## config.mk

```make
export PLATFORM = sky130hd
export DESIGN_NAME = regfile16_bank
export DESIGN_NICKNAME = d
export VERILOG_FILES = /design/src/rtl/regfile16_bank.sv
export SDC_FILE = /design/constraint.sdc
export NUM_CORES = 1
export LEC_CHECK = 0
export BUFFER_PORTS_ARGS = -buffer_cell sky130_fd_sc_hd__buf_2
export CORE_MARGIN = 5
export CORE_UTILIZATION = 49
export DETAILED_ROUTE_END_ITERATION = 16
export PLACE_DENSITY = 0.74
export SLEW_MARGIN = 20
export SYNTH_ARGS = -nofsm -noshare
export SYNTH_HDL_FRONTEND = slang
export SYNTH_SLANG_ARGS = --single-unit
export TNS_END_PERCENT = 1
```

## constraint.sdc

```tcl
create_clock -name clk -period 2.3 [get_ports clk]
set_input_delay 0 -clock clk [delete_from_list [all_inputs] [get_ports clk]]
set_output_delay 0 -clock clk [all_outputs]
set_load 0.05 [all_outputs]
```

## src/rtl/regfile16_bank.sv

```systemverilog
// Sixteen-entry register bank with one write port and a sequential clear engine.
// Optional REGFILE_R0_ZERO_EN hardwires register 0 to zero.
module regfile16_bank #(
    parameter int                 WIDTH   = 16,
    parameter logic [WIDTH-1:0]   CLR_VAL = '0
) (
    input  logic             clk,
    input  logic             rst_n,
    input  logic             wr_en,
    input  logic [3:0]       wr_addr,
    input  logic [WIDTH-1:0] wr_data,
    output logic             wr_ack,
    input  logic             clr_req,
    output logic             busy,
    output logic [WIDTH-1:0] data_out0,
    output logic [WIDTH-1:0] data_out1,
    output logic [WIDTH-1:0] data_out2,
    output logic [WIDTH-1:0] data_out3,
    output logic [WIDTH-1:0] data_out4,
    output logic [WIDTH-1:0] data_out5,
    output logic [WIDTH-1:0] data_out6,
    output logic [WIDTH-1:0] data_out7,
    output logic [WIDTH-1:0] data_out8,
    output logic [WIDTH-1:0] data_out9,
    output logic [WIDTH-1:0] data_out10,
    output logic [WIDTH-1:0] data_out11,
    output logic [WIDTH-1:0] data_out12,
    output logic [WIDTH-1:0] data_out13,
    output logic [WIDTH-1:0] data_out14,
    output logic [WIDTH-1:0] data_out15
);

    typedef enum logic {
        IDLE,
        CLEAR
    } state_t;

    state_t           state_q, state_d;
    logic [3:0]       cnt_q, cnt_d;
    logic             do_wr, do_clr;
    logic [WIDTH-1:0] regs_q [16];

    always_comb begin
        state_d = state_q;
        cnt_d   = cnt_q;
        do_wr   = 1'b0;
        do_clr  = 1'b0;
        unique case (state_q)
            IDLE: begin
                // clear wins over a same-edge write
                if (clr_req) begin
                    state_d = CLEAR;
                    cnt_d   = 4'd0;
                end else if (wr_en) begin
                    do_wr = 1'b1;
                end
            end
            CLEAR: begin
                do_clr = 1'b1;
                cnt_d  = cnt_q + 4'd1;
                if (cnt_q == 4'd15) begin
                    state_d = IDLE;
                end
            end
            default: state_d = IDLE;
        endcase
    end

    always_ff @(posedge clk or negedge rst_n) begin
        if (!rst_n) begin
            state_q <= IDLE;
            cnt_q   <= 4'd0;
            wr_ack  <= 1'b0;
        end else begin
            state_q <= state_d;
            cnt_q   <= cnt_d;
            wr_ack  <= do_wr;
        end
    end

    always_ff @(posedge clk or negedge rst_n) begin
        if (!rst_n) begin
            for (int i = 0; i < 16; i++) begin
                regs_q[i] <= '0;
            end
        end else if (do_clr) begin
            regs_q[cnt_q] <= CLR_VAL;
        end else if (do_wr) begin
            regs_q[wr_addr] <= wr_data;
        end
    end

    assign busy = (state_q == CLEAR);

`ifdef REGFILE_R0_ZERO_EN
    assign data_out0 = '0;
`else
    assign data_out0 = regs_q[0];
`endif
    assign data_out1  = regs_q[1];
    assign data_out2  = regs_q[2];
    assign data_out3  = regs_q[3];
    assign data_out4  = regs_q[4];
    assign data_out5  = regs_q[5];
    assign data_out6  = regs_q[6];
    assign data_out7  = regs_q[7];
    assign data_out8  = regs_q[8];
    assign data_out9  = regs_q[9];
    assign data_out10 = regs_q[10];
    assign data_out11 = regs_q[11];
    assign data_out12 = regs_q[12];
    assign data_out13 = regs_q[13];
    assign data_out14 = regs_q[14];
    assign data_out15 = regs_q[15];

endmodule

```

* Yosys cells after proc, flatten, opt, wreduce, memory -nomap -nowiden
Cells that the tools add are included.
** Operators by class
- $add $sub $neg :: 1
- Magnitude comparators :: 4
- Reductions and logical operators :: 3
- Equality and inequality tests :: 2
- Bitwise logic cells :: 5
- Muxes and demuxes :: 16
** Operators with widths (number)
- 256-bit 2-to-1 mux :: 2
- 256-bit AND :: 1
- 256-bit bitwise mux :: 1
- 256-bit inverter :: 1
- 16-bit demux with 4-bit select :: 2
- 16-bit 2-to-1 mux :: 2
- 5-bit >= comparator, second input constant :: 2
- 5-bit by 1-bit < comparator with 1-bit output, second input constant :: 2
- 4-bit inverter with 5-bit output :: 2
- 4-bit case mux with 2 select lines :: 1
- 1-bit 2-to-1 mux :: 6
- 4-bit by 1-bit adder with 4-bit output, second input constant :: 1
- 4-bit == test, second input constant :: 1
- 4-bit 2-to-1 mux :: 1
- 1-bit logical AND :: 2
- 2-bit inequality test, second input constant :: 1
- 1-bit case mux with 2 select lines :: 1
- 2-bit nonzero test :: 1
- 1-bit inverter :: 1
** Word-level totals
- Bits in registers :: 262
- Output and inout port bits :: 258
- Word-level logic and storage cells :: 50
- Input bits :: 24

* Logic depth before layout (Yosys ltp)
- Depth after elaboration :: 8
- Depth in mapped cells :: 7
- Depth with buffers taken out :: 5

* Worst setup path after synthesis
No wires, ideal clock.
- Kind :: register -> register
- Start :: register state_q, in the netlist busy
- End :: register regs_q, in the netlist data_out8[10]
- Data required time :: 2.163 ns
- Period minus slack after synthesis :: 1.831 ns
- Path buffers :: 4
- Data arrival time :: 1.695 ns
- Setup time :: 0.137 ns
- Stages on the path, launching flop included :: 8
- Path slack :: 0.469 ns
- Cell sequence :: dfrtp_1 -> buf_6 -> buf_4 -> buf_4 -> nand4b_2 -> buf_2 -> nand2_1 -> mux2i_1
** On the way
- Cells in the longest elaborated chain, start to end :: 2
- Elaborated cells on any way between the ends :: 4
- Classes of those cells :: 3 x mux; 1 x reduce/logical
** Ends and longest elaborated chain
- start, declared :: line 38 : state_t state_q, state_d;
- start signal, assigned :: line 75 : state_q <= state_d;
- 1-bit 2-to-1 mux :: line 48 : unique case (state_q)
- 256-bit 2-to-1 mux or 2-bit nonzero test (tied branches)
- end signal, assigned by index :: line 89 : regs_q[wr_addr] <= wr_data;
- end, declared :: line 41 : logic [WIDTH-1:0] regs_q [16];
Parallel ways exist; a longest one is shown, timed or not.
A chain may end at the register's enable or synchronous reset.

* Worst setup path after layout
- Start :: register state_q, in the netlist busy
- End :: register regs_q, in the netlist data_out0[3]
Same word-level chain as after synthesis.

==> impl_metrics.csv <==
group,metric,value,unit
sta,tightest_slew,0.789,ns
detailed_routing,wl,33000,um
place,io_buffers,281,
worst_setup_path,cpMaxStageDelayCell,"or4_1",
clocking,ctsResizeCount,0,
die,die_w,161,um
worst_setup_path,cp.required,2.69,ns
grt,grt_pass1_wl,51900,um
cells_and_area,design_area,0.0139,mm2
sta,layout_setup_ws,0.361,ns
detailed_routing,drt_iter0_drc,654,
worst_setup_path,cpPeakStageDelay,0.90,ns
sta,slew_viol_final,0,
cells_and_area,fin_util,0.616,
synthesis,synth-async-reset-ratio,1.00,
die,die-area,0.0260,mm2
sta,final-setup-viol-count,0,
synthesis,syn_nets,980,
die,die_h,161,um
synthesis,ys_seq_area_frac,0.585,
cells_and_area,most-common-layout-cells,"280 x buf_2, 262 x dfrtp_1, 225 x nand2_1, 192 x mux2i_1, 34 x nand3_1",
worst_setup_path,crit_path_max_fanout,16,
grt,grt_pass1_vias,8675,
sta,hold_violations,0,
sta,period_needed,1.94,ns
synthesis,netlist_area,0.0112,mm2
clocking,h-tree-depth,1,
die,core,0.0226,mm2
place,dp_slack,0.417,ns
clocking,cts_setup_buffers,0,
grt,grt.overflow.total,0,
clocking,hold_buffers,19,
clocking,cts_tree,"done",
synthesis,synthFlopType,"dfrtp_1",
grt,antenna_found_initial,0,
worst_setup_path,endpoint_kind,"register",
die,ioPinCount,282,
synthesis,yosysWarnings,0,
cells_and_area,n_fill_cell,1803,
cells_and_area,layout-drive-gt1-share,0.322,
synthesis,ys_seq_elements,262,
synthesis,postSynthCellCount,950,
sta,rsz0062_at_grt,"no",
worst_setup_path,crit_chain,"or4_1 -> o211ai_1 -> o21ai_0",
place,place.gp.congestion,0.823,
cells_and_area,final_common_cell,"buf_2",
die,fp-row-count,55,
cells_and_area,final_nets,1259,
sta,setup_tns,0,ns
detailed_routing,drc,0,
synthesis,ys_types,46,
worst_setup_path,worstPathArrival,2.32,ns
worst_setup_path,crit_buf_inv,0,
sta,maxSlewHeadroom,0.473,
cells_and_area,syn2layout_area_growth,24.2,%
power,p_per_area,1680,mW/mm2
die,initial_utilization,0.496,
power,p_leak,8.50,nW
clocking,cts.sinks,262,
sta,min_period_over_period,0.843,
place,dpl.hpwl,22200,um
detailed_routing,final_antenna_net_count,0,
worst_setup_path,crit_cells,3,
clocking,clock_latency,0.54,ns
cells_and_area,antenna_cells,0,
synthesis,synth_edf_count,0,
clocking,cts_buffers,28,
detailed_routing,vias,8447,
grt,track_usage,0.251,
sta,clock-skew-final,0.0222,ns
worst_setup_path,path_class,"register to register",
place,placed_area,0.0128,mm2
job,drv_cap,0,
grt,grt_start_max_net_pins,69,
clocking,clockBufferDepth,3,
detailed_routing,wl_per_cell,21.5,um
detailed_routing,dr.pass1.iters,5,
min_path,min_path_type,"primary input to async pin",
detailed_routing,viasPerCell,5.50,
worst_setup_path,reg2reg_depth,3,
clocking,clkTransAtPathRegs,0.06,ns
power,peakVddDrop,1.08,mV
worst_setup_path,startpoint_type,"register",
synthesis,avgSynthCellArea,11.8,um2
worst_setup_path,crit_family,"simple AND/OR/NAND/NOR gates",
sta,holdWs,0.00523,ns
sta,max_clock_freq,516,MHz
clocking,root_buffer,"clkbuf_16",
status,status,"completed",
## area by class of cell
class / count / area, um2 / share of cell area
clock inverter: 11 / 90.1 / 0.00648
inverter: 18 / 67.6 / 0.00486
timing repair buffer: 328 / 1850 / 0.133
clock buffer: 41 / 851 / 0.0612
sequential: 262 / 6560 / 0.471
tap: 285 / 357 / 0.0256
multi-input combinational: 591 / 4140 / 0.297
## cell usage after synthesis (2+ instances only)
| cell | number | area share |
|---|---|---|
| o221a_2 | 15 | 0.015 |
| a22o_1 | 2 | 0.0016 |
| buf_6 | 11 | 0.011 |
| nand3_1 | 34 | 0.015 |
| o21ai_0 | 33 | 0.015 |
| dfrtp_1 | 262 | 0.59 |
| ha_1 | 6 | 0.0067 |
| clkbuf_1 | 35 | 0.012 |
| o211ai_1 | 6 | 0.0040 |
| nand2_1 | 225 | 0.075 |
| o211ai_2 | 10 | 0.011 |
| buf_2 | 18 | 0.0080 |
| nand4bb_1 | 4 | 0.0040 |
| nor3b_2 | 2 | 0.0022 |
| o21ai_1 | 15 | 0.0067 |
| buf_4 | 11 | 0.0074 |
| nand4b_2 | 2 | 0.0027 |
| nand2_4 | 5 | 0.0050 |
| and4b_1 | 2 | 0.0018 |
| mux2i_1 | 192 | 0.17 |
| nor2_1 | 3 | 0.0010 |
| nand4b_1 | 8 | 0.0063 |
| and2_1 | 2 | 0.0011 |
| nand3_2 | 4 | 0.0036 |
| nand4_1 | 3 | 0.0017 |
| clkbuf_2 | 3 | 0.0013 |
| inv_1 | 18 | 0.0060 |
## kinds of logic (layout without fill, tap and decap cells)
group,after synthesis,count (layout),synth area share
XOR/XNOR,2,2,0.00156
buffers and inverters,97,398,0.0459
adder cells (fa/ha/maj),6,6,0.00670
multiplexers,193,193,0.173
flip-flops,262,262,0.585
AO/OA/AOI/OAI,84,84,0.0556
AND/OR/NAND/NOR,306,306,0.132
## power breakdown
group | total (mW) | internal (mW) | switching [mW]
clock network | 4.52 | 2.68 | 1.85
logic | 11.3 | 2.40 | 8.92
registers | 7.56 | 6.41 | 1.16
## through the flow
stage,std cells,power [mW]
4_1_cts,1536,23.5
3_5_place_dp,1465,18.9
5_1_grt,1536,24.5
6_report,1536,23.4
2_1_floorplan,950,15.9
3_3_place_gp,1465,18.7
## path summary, 6_finish.rpt
check	startpoint	endpoint	slack, ns
setup reg to reg	busy	data_out0[3]	0.36
setup / recovery	busy	data_out0[3]	0.36
min in group clk	wr_addr[3]	data_out7[8]	0.05
max in group asynchronous	rst_n	data_out2[9]	1.50
hold reg to reg	data_out7[9]	data_out7[9]	0.52
hold / removal	rst_n	data_out10[15]	0.005
## per-layer routing
layer	GRT usage	wire length (um)
met5	0	0
met4	0.0710	863
met2	0.396	15300
met3	0.0640	2660
met1	0.348	14200
No activity file was read; power rests on OpenSTA's default activity.
